[src/rtl/rf_write_arbiter.sv]
// rf_write_arbiter: round-robin arbiter sharing the register file write port between ALU and load writeback
module rf_write_arbiter #(
    parameter int DATA_W   = 32,
    parameter int ADDR_W   = 5,
    parameter int ZERO_REG = 31
) (
    input  logic              clk,
    input  logic              reset,
    input  logic              req0_valid,
    input  logic [ADDR_W-1:0] req0_addr,
    input  logic [DATA_W-1:0] req0_data,
    output logic              req0_ready,
    input  logic              req1_valid,
    input  logic [ADDR_W-1:0] req1_addr,
    input  logic [DATA_W-1:0] req1_data,
    output logic              req1_ready,
    input  logic              hold,
    output logic              WriteEnable,
    output logic [ADDR_W-1:0] WriteAddr,
    output logic [DATA_W-1:0] WriteData,
    input  logic [ADDR_W-1:0] q_addr1,
    input  logic [ADDR_W-1:0] q_addr2,
    output logic              q_hit1,
    output logic              q_hit2
);
    localparam logic [ADDR_W-1:0] ZERO = ADDR_W'(ZERO_REG);
    logic prio;
    logic open;
    logic [ADDR_W-1:0] sel_addr;
    logic [DATA_W-1:0] sel_data;
    always_comb begin
        open       = !reset && !hold;
        req0_ready = open && req0_valid && (!req1_valid || !prio);
        req1_ready = open && req1_valid && (!req0_valid || prio);
        sel_addr   = req0_ready ? req0_addr : req1_addr;
        sel_data   = req0_ready ? req0_data : req1_data;
    end
    function automatic logic hit(input logic [ADDR_W-1:0] q);
        return q != ZERO && ((WriteEnable && WriteAddr == q) ||
                             (req0_valid && req0_addr == q) ||
                             (req1_valid && req1_addr == q));
    endfunction
    assign q_hit1 = hit(q_addr1);
    assign q_hit2 = hit(q_addr2);
    always_ff @(posedge clk) begin
        if (reset) begin
            prio        <= 1'b0;
            WriteEnable <= 1'b0;
            WriteAddr   <= '0;
            WriteData   <= '0;
        end else begin
            WriteEnable <= 1'b0;
            if (req0_ready || req1_ready) begin
                prio        <= req0_ready;
                WriteEnable <= sel_addr != ZERO;
                WriteAddr   <= sel_addr;
                WriteData   <= sel_data;
            end
        end
    end
endmodule

[config.mk]
export PLATFORM = sky130hd
export DESIGN_NAME = rf_write_arbiter
export DESIGN_NICKNAME = d
export VERILOG_FILES = /design/src/rtl/rf_write_arbiter.sv
export SDC_FILE = /design/constraint.sdc
export NUM_CORES = 1
export LEC_CHECK = 0
export CAP_MARGIN = 0
export CORE_AREA = 2 2 67 69
export CTS_CLUSTER_SIZE = 24
export DETAILED_ROUTE_END_ITERATION = 16
export DIE_AREA = 0 0 69 71
export DONT_BUFFER_PORTS = 1
export GPL_TIMING_DRIVEN = 1
export PLACE_DENSITY = 0.69
export SETUP_SLACK_MARGIN = 0.5
export SLEW_MARGIN = 40
export SYNTH_ARGS = -nofsm -noshare
export SYNTH_HDL_FRONTEND = slang
export SYNTH_SLANG_ARGS = --single-unit
[constraint.sdc]
create_clock -name clk -period 3.1 [get_ports clk]
set_input_delay 0.465 -clock clk [delete_from_list [all_inputs] [get_ports clk]]
set_output_delay 0.465 -clock clk [all_outputs]
set_load 0.01 [all_outputs]
==> impl_results.html <==
<table>
<tr><th>Metric</th><th>Value</th></tr>
<tr><th colspan="2">Status</th></tr>
<tr><td>Run status</td><td>complete, no violations</td></tr>
<tr><th colspan="2">Yosys</th></tr>
<tr><td>Synth Area in Compound Gates</td><td>21.5%</td></tr>
<tr><td>Simple-gate portion of the synthesized area</td><td>25.7%</td></tr>
<tr><td>Synth Net Count</td><td>359</td></tr>
<tr><td>Most frequently used flop master after synthesis</td><td>dfxtp_1</td></tr>
<tr><td>Total standard cell area after synthesis</td><td>2240 sq um</td></tr>
<tr><td>Unique masters post-synth</td><td>24</td></tr>
<tr><td>Async set-reset flop share out of synthesis</td><td>0%</td></tr>
<tr><td>Number of synthesized flops with an enable pin</td><td>0</td></tr>
<tr><td>Library cell with the largest summed area after synthesis</td><td>dfxtp_1</td></tr>
<tr><td>Number of synthesized register bits</td><td>39</td></tr>
<tr><td>Largest family of logic cells by synthesized area</td><td>simple AND/OR/NAND/NOR gates</td></tr>
<tr><td>Most common cell in the netlist</td><td>nand2_1</td></tr>
<tr><td>Leading cell types by count after synthesis</td><td>nand2_1 (75), dfxtp_1 (39), nor2_1 (37), xor2_1 (24), a311oi_2 (20)</td></tr>
<tr><td>Sequential cell area fraction in the yosys report</td><td>34.9%</td></tr>
<tr><td>Xor/xnor share of the synthesized area</td><td>11.7%</td></tr>
<tr><td>Synthesized area per cell</td><td>8.29 sq um</td></tr>
<tr><td>Adder and majority gate portion of the synthesized area</td><td>0%</td></tr>
<tr><td>Number of warnings printed during yosys synthesis</td><td>0</td></tr>
<tr><td>Mux cell area share after synthesis</td><td>0%</td></tr>
<tr><td>Top cells by area in the synthesized netlist</td><td>dfxtp_1 (35%), a311oi_2 (13%), nand2_1 (13%), xor2_1 (9.4%), a311oi_1 (7.0%)</td></tr>
<tr><td>Fraction of synthesized cell area taken by the top area cell type</td><td>34.9%</td></tr>
<tr><td>Number of cells produced by synthesis</td><td>270</td></tr>
<tr><th colspan="2">Detailed routing</th></tr>
<tr><td>Routed Antenna Nets</td><td>0</td></tr>
<tr><td>Total iterations of the first detailed-routing run</td><td>6</td></tr>
<tr><td>Per-cell routed wire length</td><td>17.1 microns</td></tr>
<tr><td>Average vias per placed instance</td><td>6.02</td></tr>
<tr><td>Drt total wl</td><td>5.33 mm</td></tr>
<tr><td>Detailed-route via count</td><td>1879</td></tr>
<tr><td>Drt drc</td><td>0</td></tr>
<tr><td>1st-iter DRT viols</td><td>146</td></tr>
<tr><th colspan="2">Global route</th></tr>
<tr><td>Initial antenna violation count</td><td>0</td></tr>
<tr><td>Gr usage total</td><td>21.1%</td></tr>
<tr><td>Maximum number of pins on one net before global-route repair</td><td>49</td></tr>
<tr><td>First-pass GRT wire length</td><td>8.45 mm</td></tr>
<tr><td>Aggregate global routing overflow</td><td>0</td></tr>
<tr><td>Via count of the first global-routing pass</td><td>1771</td></tr>
<tr><th colspan="2">Power and ir drop</th></tr>
<tr><td>VDD IR-drop max</td><td>0.277 mV</td></tr>
<tr><td>Internal power contribution</td><td>786 uW</td></tr>
<tr><td>Reg power frac</td><td>53.1%</td></tr>
<tr><td>Power density over the cells</td><td>472 nW/um^2</td></tr>
<tr><td>Clk pwr share</td><td>33.1%</td></tr>
<tr><td>Net Sw Power</td><td>299 uW</td></tr>
<tr><td>Switching Share</td><td>27.5%</td></tr>
<tr><td>Combinational power share</td><td>13.8%</td></tr>
<tr><td>Total leakage power</td><td>0.000838 uW</td></tr>
<tr><th colspan="2">Clock tree</th></tr>
<tr><td>CTS clock-pin slew for the worst setup and hold paths</td><td>0.08 ns</td></tr>
<tr><td>Number of buffers inserted during clock tree synthesis</td><td>5</td></tr>
<tr><td>TritonCTS clock tree</td><td>yes</td></tr>
<tr><td>Clk sinks</td><td>39</td></tr>
<tr><td>Root cell of the clock tree</td><td>clkbuf_8</td></tr>
<tr><td>Resize count post-CTS</td><td>0</td></tr>
<tr><td>Depth of the CTS H-tree</td><td>2</td></tr>
<tr><td>Hold Buf Count CTS</td><td>0</td></tr>
<tr><td>Post-CTS setup repair buffer count</td><td>0</td></tr>
<tr><td>Clock insertion delay at the later pin of the skew report</td><td>0.29 ns</td></tr>
<tr><td>Number of buffers on the longest clock path</td><td>2</td></tr>
<tr><th colspan="2">Critical path</th></tr>
<tr><td>Number of buffers and inverters on the critical path</td><td>0</td></tr>
<tr><td>Startpoint type of the worst setup path</td><td>flip-flop</td></tr>
<tr><td>Classification of the worst setup path</td><td>flip-flop to output port</td></tr>
<tr><td>Cell type group with the largest total delay on the critical path</td><td>simple AND/OR/NAND/NOR gates</td></tr>
<tr><td>Stage delay of the slowest cell on the critical path</td><td>0.48 ns</td></tr>
<tr><td>Worst Path Required</td><td>2.63 ns</td></tr>
<tr><td>Critical path capture point type</td><td>output port</td></tr>
<tr><td>Largest fanout of any net on the critical path</td><td>4</td></tr>
<tr><td>Worst-path cell chain</td><td>xor2_1 &gt; nor4_1 &gt; nand4_1 &gt; nand3_1</td></tr>
<tr><td>Cell with the biggest individual delay on the critical path</td><td>dfxtp_1</td></tr>
<tr><td>Data arrival at the endpoint of the critical path</td><td>1.44 ns</td></tr>
<tr><th colspan="2">Layout</th></tr>
<tr><td>Share of the core filled with cells</td><td>54.7%</td></tr>
<tr><td>Area taken by flip-flops and latches</td><td>781 sq um</td></tr>
<tr><td>Area taken by multi-input logic gates</td><td>1320 sq um</td></tr>
<tr><td>Share of cells above drive strength 1</td><td>12.7%</td></tr>
<tr><td>Number of diodes</td><td>0</td></tr>
<tr><td>Number of fillers in the final layout</td><td>406</td></tr>
<tr><td>Nets</td><td>348</td></tr>
<tr><td>Layout overhead on the synthesized area</td><td>2.80%</td></tr>
<tr><th colspan="2">STA</th></tr>
<tr><td># setup viols final</td><td>0</td></tr>
<tr><td>Max Fclk</td><td>525 MHz</td></tr>
<tr><td>Hold Violations, Final</td><td>0</td></tr>
<tr><td>Measured slew at the worst slew-check pin</td><td>0.670 ns</td></tr>
<tr><td>Final setup skew</td><td>0.0113 ns</td></tr>
<tr><td>Unrepaired setup endpoints after global routing</td><td>false</td></tr>
<tr><td>Min Tclk post-route</td><td>1.90 ns</td></tr>
<tr><td>Relative slew slack</td><td>55.3%</td></tr>
<tr><td>Tcrit/Tclk final</td><td>61.4%</td></tr>
<tr><td>Setup TNS after final layout</td><td>0 ns</td></tr>
<tr><td>Max-slew violation count</td><td>0</td></tr>
<tr><th colspan="2">Floorplan</th></tr>
<tr><td>Area of the core</td><td>4200 sq um</td></tr>
<tr><td>Die height</td><td>71 microns</td></tr>
<tr><td>Number of I/O pins</td><td>131</td></tr>
<tr><td>Number of rows created at floorplan</td><td>24</td></tr>
<tr><td>Die Width</td><td>69 microns</td></tr>
<tr><td>Initial Util</td><td>53.2%</td></tr>
<tr><td>Die ar.</td><td>4900 sq um</td></tr>
<tr><th colspan="2">Hold path</th></tr>
<tr><td>Worst min-delay path category</td><td>input port to flip-flop</td></tr>
<tr><th colspan="2">Placed design</th></tr>
<tr><td>Number of port buffers</td><td>0</td></tr>
<tr><td>Detailed-placement wirelength estimate</td><td>3.79 mm</td></tr>
<tr><td>Routability-driven placement congestion ratio</td><td>0.948</td></tr>
<tr><th colspan="2">Job</th></tr>
<tr><td>Number of max-cap violations</td><td>0</td></tr>
</table>
## final cells by class
type | count | area share, %
Clock buffer | 7 | 3.75
Timing Repair Buffer | 2 | 1.20
Tap cell | 52 | 2.83
Multi-Input combinational cell | 208 | 57.4
Inverter | 3 | 0.490
Clock inverter | 1 | 0.381
Sequential cell | 39 | 33.9
## flip-flops by register name, indices dropped and copies added (netlist names)
signal	count
WriteEnable	1
prio	1
WriteAddr	5
WriteData	32
## worst reg2reg max path, stage by stage (launching register included)
cell      delay (ns)
dfxtp_1         0.33
nand2_1         0.07
nand3_2         0.09
inv_2           0.50
nand2_1         0.16
a311oi_2        0.27
## power by group through the flow
stage | Combinational, uW | Sequential, uW | Clock [uW]
6_report | 149 | 576 | 360
2_1_floorplan | 149 | 579 | 0
3_3_place_gp | 145 | 588 | 0
4_1_cts | 151 | 577 | 372
3_5_place_dp | 151 | 589 | 0
5_1_grt | 171 | 580 | 386
## routing by layer
layer / vias up / routed length (microns) / GRT usage [%]
li1: 924 / - / -
met1: 855 / 2070 / 24.3
met2: 95 / 2560 / 34.7
met3: 5 / 641 / 9.69
met4: 0 / 58 / 7.41
met5: - / 0 / 0
## metrics by stage
| stage | total power (uW) | hold slack (ns) | std cells | setup WS (ns) | instance area [sq um] |
|---|---|---|---|---|---|
| floorplan | 728 | 0.462 | 270 | 1.54 | 2240 |
| global placement | 733 | 0.485 | 304 | 1.29 | 2200 |
| detailed placement | 739 | 0.486 | 304 | 1.23 | 2200 |
| CTS | 1100 | 0.221 | 312 | 1.18 | 2300 |
| global route | 1140 | 0.218 | 312 | 1.04 | 2300 |
| finish | 1090 | 0.239 | 312 | 1.20 | 2300 |
## logic make-up after synthesis
kind of cell,after synthesis
simple gates,137
flops,39
buf+inv,23
compound gates,41
xor+xnor,30
## worst paths after layout
check / start / end / slack, ns / cells past startpoint
max: WriteAddr[0] / q_hit1 / 1.20 / 4
min: reset / WriteData[0] / 0.24 / 1
max reg2reg: prio / WriteData[20] / 1.59 / 5
min reg2reg: prio / prio / 0.50 / 1
## cells in the final DEF (no fill, tap or decap), drive strengths merged
| cell type | synthesis | routed |
|---|---|---|
| nand2 | 75 | 75 |
| dfxtp | 39 | 39 |
| nor2 | 38 | 38 |
| a311oi | 38 | 38 |
| xor2 | 24 | 24 |
| nand4 | 8 | 8 |
| clkbuf | 3 | 7 |
| nor4 | 6 | 6 |
| xnor2 | 6 | 6 |
| nand3 | 5 | 5 |
| and3 | 4 | 4 |
| inv | 3 | 3 |
| buf | 17 | 2 |
| nand2b | 1 | 1 |
| o21a | 1 | 1 |
| o311a | 1 | 1 |
| a21oi | 1 | 1 |
| clkinv | 0 | 1 |
(Power assumes the default switching activity.)
